## src/rtl/mc_request_pkg.sv

```systemverilog
// Shared types for the trace request queue: FSM states, memory op codes and
// the canonical request layout used for queue storage.
package mc_request_pkg;

  typedef enum logic [1:0] {IDLE, RUN, DRAIN, DONE} state_t;

  localparam int OP_READ  = 0;
  localparam int OP_WRITE = 1;
  localparam int OP_FETCH = 2;

  localparam int REQ_TAG_W   = 8;
  localparam int REQ_TIME_W  = 32;
  localparam int REQ_MEMOP_W = 4;
  localparam int REQ_ADDR_W  = 36;

  // Field order {tag, tstamp, cmd, addr} is the packing order of queue words.
  typedef struct packed {
    logic [REQ_TAG_W-1:0]   tag;
    logic [REQ_TIME_W-1:0]  tstamp;
    logic [REQ_MEMOP_W-1:0] cmd;
    logic [REQ_ADDR_W-1:0]  addr;
  } mc_req_t;

endpackage

```

## src/rtl/req_fifo.sv

```systemverilog
// Synchronous FIFO with a combinational head word and an occupancy count.
module req_fifo #(
  parameter int WIDTH = 80,
  parameter int DEPTH = 16,
  localparam int AW = $clog2(DEPTH)
) (
  input  logic             clk,
  input  logic             rst,
  input  logic             push,
  input  logic             pop,
  input  logic [WIDTH-1:0] wdata,
  output logic [WIDTH-1:0] rdata,
  output logic [AW:0]      occupancy
);

  logic [WIDTH-1:0] mem [DEPTH];
  logic [AW-1:0]    wr_ptr, rd_ptr;

  assign rdata = mem[rd_ptr];

  always_ff @(posedge clk)
    if (push) mem[wr_ptr] <= wdata;

  // Pointers are exactly AW bits wide, so they wrap at DEPTH on their own.
  always_ff @(posedge clk) begin
    if (rst) begin
      wr_ptr    <= '0;
      rd_ptr    <= '0;
      occupancy <= '0;
    end else begin
      if (push) wr_ptr <= wr_ptr + 1'b1;
      if (pop)  rd_ptr <= rd_ptr + 1'b1;
      if (push && !pop)      occupancy <= occupancy + 1'b1;
      else if (!push && pop) occupancy <= occupancy - 1'b1;
    end
  end

endmodule

```

## src/rtl/trace_request_queue.sv

```systemverilog
// Replays a timestamped memory trace: validates and tags incoming entries,
// queues them, and releases each one once the CPU cycle counter reaches it.
module trace_request_queue
  import mc_request_pkg::*;
#(
  parameter int ADDR_WIDTH  = 36,
  parameter int MEMOP_WIDTH = 4,
  parameter int TIME_WIDTH  = 32,
  parameter int TAG_WIDTH   = 8,
  parameter int DEPTH       = 16,
  parameter int MAX_OPS     = 4
) (
  input  logic                     clk,
  input  logic                     rst,
  input  logic                     start,
  input  logic                     in_valid,
  output logic                     in_ready,
  input  logic [TIME_WIDTH-1:0]    in_time,
  input  logic [MEMOP_WIDTH-1:0]   in_cmd,
  input  logic [ADDR_WIDTH-1:0]    in_addr,
  input  logic                     in_last,
  output logic                     out_valid,
  input  logic                     out_ready,
  output logic [TAG_WIDTH-1:0]     out_tag,
  output logic [TIME_WIDTH-1:0]    out_time,
  output logic [MEMOP_WIDTH-1:0]   out_cmd,
  output logic [ADDR_WIDTH-1:0]    out_addr,
  output logic                     out_late,
  output logic [TIME_WIDTH-1:0]    cycle_cnt,
  output logic [$clog2(DEPTH):0]   occupancy,
  output logic                     err_order,
  output logic                     err_burst,
  output logic                     err_cmd,
  output logic                     done
);

  localparam int OW = $clog2(DEPTH) + 1;
  localparam int CW = $clog2(MAX_OPS + 1);
  localparam int W  = TAG_WIDTH + TIME_WIDTH + MEMOP_WIDTH + ADDR_WIDTH;

  state_t                state;
  logic [TAG_WIDTH-1:0]  tag_cnt;
  logic [TIME_WIDTH-1:0] last_time;
  logic [CW-1:0]         same_cnt;
  logic [W-1:0]          head;
  logic running, accept, bad_order, bad_burst, bad_cmd, store, pop;

  assign running   = (state == RUN) || (state == DRAIN);
  // Full blocks the push even when the head leaves in the same cycle.
  assign in_ready  = (state == RUN) && (occupancy < OW'(DEPTH));
  assign accept    = in_valid && in_ready;
  assign bad_order = in_time < last_time;
  assign bad_burst = (in_time == last_time) && (same_cnt >= CW'(MAX_OPS));
  assign bad_cmd   = in_cmd > MEMOP_WIDTH'(OP_FETCH);
  assign store     = accept && !(bad_order || bad_burst || bad_cmd);

  assign {out_tag, out_time, out_cmd, out_addr} = head;
  assign out_valid = (occupancy != '0) && (out_time <= cycle_cnt) && running;
  assign out_late  = (occupancy != '0) && (out_time < cycle_cnt);
  assign pop       = out_valid && out_ready;

  req_fifo #(.WIDTH(W), .DEPTH(DEPTH)) u_fifo (
    .clk       (clk),
    .rst       (rst),
    .push      (store),
    .pop       (pop),
    .wdata     ({tag_cnt, in_time, in_cmd, in_addr}),
    .rdata     (head),
    .occupancy (occupancy)
  );

  always_ff @(posedge clk) begin
    if (rst) begin
      state     <= IDLE;
      done      <= 1'b0;
      cycle_cnt <= '0;
    end else begin
      if (running && cycle_cnt != '1) cycle_cnt <= cycle_cnt + 1'b1;
      case (state)
        IDLE:    if (start) state <= RUN;
        RUN:     if (accept && in_last) state <= DRAIN;
        DRAIN:   if (occupancy == '0) begin
                   state <= DONE;
                   done  <= 1'b1;
                 end
        default: ;
      endcase
    end
  end

  // Dropped entries still handshake but leave ordering/tag state untouched.
  always_ff @(posedge clk) begin
    if (rst) begin
      tag_cnt   <= '0;
      last_time <= '0;
      same_cnt  <= '0;
      err_order <= 1'b0;
      err_burst <= 1'b0;
      err_cmd   <= 1'b0;
    end else if (accept) begin
      if (bad_order) err_order <= 1'b1;
      if (bad_burst) err_burst <= 1'b1;
      if (bad_cmd)   err_cmd   <= 1'b1;
      if (store) begin
        tag_cnt   <= tag_cnt + 1'b1;
        last_time <= in_time;
        same_cnt  <= (in_time > last_time) ? CW'(1) : same_cnt + 1'b1;
      end
    end
  end

endmodule
```

## config.mk

```make
export PLATFORM = sky130hd
export DESIGN_NAME = trace_request_queue
export DESIGN_NICKNAME = d
export VERILOG_FILES = /design/src/rtl/mc_request_pkg.sv /design/src/rtl/req_fifo.sv /design/src/rtl/trace_request_queue.sv
export SDC_FILE = /design/constraint.sdc
export NUM_CORES = 1
export LEC_CHECK = 0
export ABC_AREA = 1
export CAP_MARGIN = 10
export CORE_MARGIN = 2
export CORE_UTILIZATION = 45
export DETAILED_ROUTE_END_ITERATION = 10
export PLACE_DENSITY = 0.7
export SLEW_MARGIN = 20
export SYNTH_ARGS = -nofsm -noshare
export SYNTH_HDL_FRONTEND = slang
export SYNTH_SLANG_ARGS = --single-unit
```

## constraint.sdc

```tcl
create_clock -name clk -period 7.18 [get_ports clk]
set_input_delay 1.436 -clock clk [delete_from_list [all_inputs] [get_ports clk]]
set_output_delay 1.436 -clock clk [all_outputs]
set_load 0.05 [all_outputs]
```

==> results.py, run 1 <==
metrics = {
    "outcome": {
        "outcome": "completed",
    },
    "floorplanning": {
        "core_area_sq_um": 125700,
        "dieArea_sq_um": 129700,
        "die_w_microns": 360.1,
        "core.rowCount": 130,
        "start_util": 0.4539,
        "ioPinCount": 202,
        "fp.dieH_microns": 360.1,
    },
    "clock_tree": {
        "cts_buffers": 140,
        "insertion_delay_ns": 0.75,
        "clockBufferDepth": 3,
        "cts_tree": "built",
        "cts.repair.resized": 0,
        "postCtsHoldBufs": 0,
        "cts_max_level": 4,
        "cts_sinks": 1378,
        "clk_pin_slew_worst_paths_ns": 0.06,
        "cts-root-buf": "clkbuf_16",
        "post-cts-setup-buffers": 0,
    },
    "critical_path": {
        "worst_path_max_delay_cell": "dfxtp_4",
        "cpPeakStageDelay_ns": 0.86,
        "regToRegSetupSlack_ns": 1.76,
        "r2r_cells": 25,
        "cp.arrival_ns": 5.15,
        "start_kind": "flop",
        "required_ns": 5.74,
        "crit_type": "flop to output port",
        "path_common_cell": "nand2_1",
        "path_cells": "buf_4 -> a21oi_1 -> o21ai_0 -> o21ai_0 -> o211ai_1 -> nand2_1 -> ha_1 -> nand2_1 -> nor2_1 -> nand2_1 -> nor2_1 -> nand4_1 -> a21oi_1 -> clkdlybuf4s50_1",
        "cp-end-kind": "output port",
        "critical_path.max_fanout": 53,
        "reg2reg_to": "u_fifo.occupancy[4]$_SDFFE_PP0P_",
    },
    "sta": {
        "rsz0062_at_grt": "false",
        "tightest_slew_ns": 1.109,
        "fin_tns_setup_ns": 0,
        "setup_viol": 0,
        "holdWs_ns": 0.4758,
        "clock.fmax_ghz": 0.1518,
        "min_period_ns": 6.586,
        "fin_worst_skew_ns": 0.03912,
        "hold_viol_final": 0,
        "fin_ws_ns": 0.5939,
        "relSlewSlack": 0.2605,
        "finalMaxSlewViolations": 0,
        "fin_crit_sh": 0.9173,
    },
    "synthesis": {
        "synth_flop_cell": "edfxtp_1",
        "synth_top_cell_by_area": "edfxtp_1",
        "synthesis.area_sq_um": 57070,
        "ys_ff_latch": 1378,
        "yosysWarnings": 0,
        "syn_inst": 4295,
        "yosysMostFrequentCell": "edfxtp_1",
        "yosys-top-cells-area": "edfxtp_1 (67%), mux2i_1 (5.6%), o211ai_1 (4.2%), o21ai_0 (3.9%), a21oi_1 (3.5%)",
        "synthTopCellsByCount": "edfxtp_1 (1280), o21ai_0 (443), inv_1 (441)",
        "synthDistinctLibCells": 37,
        "synthesis.nets": 4454,
        "synthArstFlopShare": 0,
        "synth_top_area_frac": 0.6736,
        "avgSynthCellArea_sq_um": 13.29,
        "synth_edf_count": 1280,
        "ys_seq_area_frac": 0.7079,
    },
    "worst_hold_path": {
        "holdPathEnd": "err_order$_SDFFE_PP0P_",
        "min_from": "err_order$_SDFFE_PP0P_",
        "hp-class": "flop to flop",
        "hold_path_depth": 1,
    },
    "place": {
        "place_congestion": 0.8986,
        "placed_cells": 5970,
        "dp_slack_ns": 1.099,
        "portBuffers": 201,
        "dpl.hpwl_mm": 73.54,
    },
    "run": {
        "max_cap_viol_count": 0,
    },
    "drt": {
        "postRouteAntennaNets": 0,
        "drtPass1Iterations": 6,
        "route.detailed.drc": 0,
        "met1_length_mm": 59.71,
        "viasPerCell": 5.598,
        "detail_route.iter0.violations": 4005,
        "wl_mm": 141.4,
        "top_layer": "met5",
        "met3WireLength_mm": 11.02,
        "dr_total_vias": 34870,
        "avgRoutedWirePerCell_microns": 22.70,
        "met2_length_mm": 66.20,
    },
    "pwr": {
        "p_total_mw": 16.83,
        "power_density_nw_per_um2": 257.0,
        "p_leak_nw": 21.26,
        "ir_drop_mv": 0.2397,
    },
    "layout": {
        "drive_above_1_share": 0.06971,
        "nFillCells": 10250,
        "syn2layout_area_growth_pct": 14.79,
        "final_nets": 4621,
        "fin_cells": 6229,
    },
    "global_routing": {
        "grt_pass1_wl_mm": 209.6,
        "grt_pass1_vias": 33360,
        "overflow": 0,
        "grt_antenna_before_repair": 21,
        "grtUsageTotal": 0.2144,
        "grt_max_degree": 202,
    },
}
[sequential cells by signal, summed over array words and instances, names as in the netlist, named ones only]
signal            cells
u_fifo.wr_ptr         4
cycle_cnt            32
u_fifo.rd_ptr         4
u_fifo.mem         1280
err_burst             1
last_time            32
state                 2
same_cnt              3
tag_cnt               8
err_cmd               1
u_fifo.occupancy      5
done                  1
err_order             1
[worst max-delay path by stage]
stage	startpoint	endpoint	slack, ns	cells after the start
after floorplan	in_time[31]	u_fifo.mem[0][0]$_DFFE_PP_	0.56	12
after global placement	in_time[2]	u_fifo.mem[14][5]$_DFFE_PP_	1.15	15
after detailed placement	in_time[2]	u_fifo.mem[14][1]$_DFFE_PP_	1.10	15
after CTS	flop	out_valid	0.56	14
after global routing	flop	out_valid	0.28	14
final	flop	out_valid	0.59	14
[final cells by class]
class | count | area, sq um | share of cell area
diodes | 3 | 7.507 | 0.0001146
flip-flops and latches | 1378 | 40410 | 0.6169
inverters | 449 | 1700 | 0.02596
well taps | 1650 | 2064 | 0.03152
multi-input cells | 2213 | 13940 | 0.2128
clock buffers | 181 | 3802 | 0.05804
clock inverters | 75 | 680.7 | 0.01039
repair buffers | 280 | 2900 | 0.04427
[worst max-delay path: cells and delay by family, from the launching register on]
kind / cells / cell delay, ns
buffers and inverters: 2 / 1.51
and+or+nand+nor: 6 / 0.87
DFF: 1 / 0.86
AOI/OAI and AO/OA: 5 / 0.75
adders and majority gates: 1 / 0.36
[power by group]
part	switching, mW	internal, mW	leakage [nW]	total [mW]
Clock	3.04	4.06	2.20	7.09
Combinational	0.638	0.280	6.80	0.918
Sequential	0.0310	8.79	12.3	8.82
Total	3.71	13.1	21.3	16.8
[per-stage QoR]
step             util  cell area, sq um
6_report       0.5210             65510
2_1_floorplan       -             57070
3_5_place_dp   0.4853             61020
3_3_place_gp   0.4853             61020
4_1_cts        0.5209             65500
5_1_grt        0.5210             65510
[logic make-up after synthesis]
group	after synthesis	synth area share
compound gates	1186	0.1186
xor+xnor	33	0.005065
fa+ha+maj	81	0.01789
buf+inv	704	0.04992
flops	1378	0.7079
mux	320	0.05613
simple gates	593	0.04449
[routing by layer]
layer,global-route usage,vias to the layer above
li1,-,16140
met1,0.2928,17150
met2,0.3399,1301
met3,0.04577,249
met4,0.07505,34
met5,0,-
[cells in the final DEF, fill, tap and decap left out, types with 80 or more instances in the layout]
master / instances
a21oi_1: 398
clkbuf_16: 144
clkdlybuf4s50_1: 200
dfxtp_1: 94
edfxtp_1: 1280
ha_1: 80
inv_1: 441
mux2i_1: 320
nand2_1: 267
nand3_1: 112
nor2_1: 141
o211ai_1: 321
o21ai_0: 443
No activity file was read; power rests on OpenSTA's default activity.
==> inputs of run 2 (changes only) <==
==> constraint.sdc (replaced) <==
create_clock -name clk -period 7.12 [get_ports clk]
set_input_delay 1.424 -clock clk [delete_from_list [all_inputs] [get_ports clk]]
set_output_delay 1.424 -clock clk [all_outputs]
set_load 0.05 [all_outputs]
==> run 2 against run 1 <==
Against the previous run: via count rose by 0.87%; sequential power grew 0.8%; combinational power rose by 1%; worst setup slack gained 0.049 ns; non-clock buffer count is 8 lower; hold slack improved by 0.0030 ns; design area about the same; cell count about the same; clock skew fell by 0.010 ns; highest routed layer unchanged.
==> results.py, run 2 (synthesis results as in run 1) <==
metrics = {
    "sta": {
        "fin_tns_setup_ns": 0,
        "hold_viol_final": 0,
        "rsz0062_at_grt": "false",
        "holdWs_ns": 0.4789,
        "tightest_slew_ns": 1.121,
        "relSlewSlack": 0.2526,
        "clock.fmax_ghz": 0.1544,
        "finalMaxSlewViolations": 0,
        "fin_worst_skew_ns": 0.02866,
        "setup_viol": 0,
        "fin_crit_sh": 0.9096,
        "min_period_ns": 6.477,
    },
    "layout": {
        "utilization": 0.5209,
        "largest_register_ffs": 1280,
        "final_nets": 4614,
        "top_regs": "u_fifo.mem: 1280 flops, cycle_cnt: 32 flops, last_time: 32 flops",
        "final_cell_mix": "edfxtp_1 (1280), o21ai_0 (443), inv_1 (441)",
        "top_register": "u_fifo.mem",
        "drive_above_1_share": 0.06673,
        "layout_commonest_cell": "edfxtp_1",
        "syn2layout_area_growth_pct": 14.78,
    },
    "drt": {
        "dr_total_vias": 35180,
        "postRouteAntennaNets": 0,
        "viasPerCell": 5.652,
        "avgRoutedWirePerCell_microns": 22.83,
        "wl_mm": 142.1,
        "drtPass1Iterations": 6,
        "detail_route.iter0.violations": 3750,
        "route.detailed.drc": 0,
    },
    "pwr": {
        "clkPwrFrac": 0.422,
        "ir_drop_mv": 0.2615,
        "power_frac_comb": 0.055,
        "power.switching_mw": 3.743,
        "p_leak_nw": 21.21,
        "cellInternalPower_mw": 13.23,
        "seqPwrFrac": 0.524,
        "power_density_nw_per_um2": 259.2,
        "sw_frac_of_total": 0.2205,
    },
    "place": {
        "place_congestion": 0.8848,
        "portBuffers": 201,
        "dpl.hpwl_mm": 74.82,
    },
    "outcome": {
        "outcome": "completed",
    },
    "floorplanning": {
        "fp.dieH_microns": 360.1,
        "core.rowCount": 130,
        "start_util": 0.4539,
        "die_w_microns": 360.1,
        "dieArea_sq_um": 129700,
        "core_area_sq_um": 125700,
        "ioPinCount": 202,
    },
    "critical_path": {
        "worst_path_max_delay_cell": "clkdlybuf4s50_1",
        "start_kind": "flop",
        "crit_family": "buffers and inverters",
        "critical_path.max_fanout": 119,
        "required_ns": 5.70,
        "path_cells": "buf_12 -> mux2i_1 -> o211ai_1 -> nand3_1 -> nand2_1 -> ha_1 -> nand2_1 -> nor2_1 -> nand2_1 -> nor2_1 -> nand4_1 -> a21oi_1 -> clkdlybuf4s50_1",
        "path_common_cell": "nand2_1",
        "cp.arrival_ns": 5.05,
        "crit_type": "flop to output port",
        "path_buf_inv": 2,
        "regToRegSetupSlack_ns": 1.90,
        "cpPeakStageDelay_ns": 0.85,
        "cp-end-kind": "output port",
    },
    "global_routing": {
        "grt_max_degree": 169,
        "grtUsageTotal": 0.2160,
        "grt_pass1_vias": 34010,
        "grt_antenna_before_repair": 17,
        "overflow": 0,
        "grt_pass1_wl_mm": 212.7,
    },
    "clock_tree": {
        "cts_buffers": 141,
        "cts-root-buf": "clkbuf_16",
        "postCtsHoldBufs": 0,
        "cts.repair.resized": 0,
        "post-cts-setup-buffers": 0,
        "cts_tree": "built",
        "clockBufferDepth": 3,
        "cts_max_level": 4,
        "insertion_delay_ns": 0.77,
        "clk_pin_slew_worst_paths_ns": 0.06,
        "cts_sinks": 1378,
    },
    "run": {
        "max_cap_viol_count": 0,
    },
    "worst_hold_path": {
        "hp-class": "flop to flop",
    },
}
[run 2: power by group through the flow]
stage	Combinational [mW]	Sequential, mW	Clock [mW]
floorplan	0.541	9.09	0
finish	0.927	8.89	7.16
global route	1.01	8.89	7.59
global placement	0.910	9.06	0
CTS	0.928	8.89	7.25
detailed placement	0.925	9.06	0
[run 2: final timing paths]
kind                        start                               end  cells after the start
max                          flop                         out_valid                     13
min          err_cmd$_SDFFE_PP0P_              err_cmd$_SDFFE_PP0P_                      2
min reg2reg  err_cmd$_SDFFE_PP0P_              err_cmd$_SDFFE_PP0P_                      2
max reg2reg                  flop  u_fifo.occupancy[4]$_SDFFE_PP0P_                     24
[run 2: routing by layer]
layer | vias to the layer above | wire, microns | global-route usage
met3 | 267 | 11140 | 0.04647
met5 | - | 173 | 0
met4 | 28 | 4226 | 0.07316
li1 | 16110 | - | -
met1 | 17450 | 59720 | 0.2947
met2 | 1324 | 66850 | 0.3439
[run 2: final cells by class]
type / count / area (sq um)
Fill cell: 10310 / 60230
Sequential cell: 1378 / 40410
Multi-Input combinational cell: 2213 / 13940
Clock buffer: 188 / 3817
Timing Repair Buffer: 272 / 2890
Tap cell: 1650 / 2064
Inverter: 449 / 1700
Clock inverter: 71 / 670.6
Antenna cell: 2 / 5.005
[run 2: stage by stage]
stage	setup slack, ns	total power [mW]	cells	instance area, sq um
after floorplan	0.5119	9.630	4295	57070
after global placement	1.456	9.969	5962	61010
after detailed placement	1.450	9.986	5962	61010
after CTS	0.6974	17.07	6221	65500
after global routing	0.4188	17.49	6221	65500
final	0.6433	16.97	6223	65500
[run 2: worst min-delay path: stages (launching register included)]
cell and delay [ns]:
dfxtp_1 0.33, a21oi_1 0.04, nor2_1 0.07
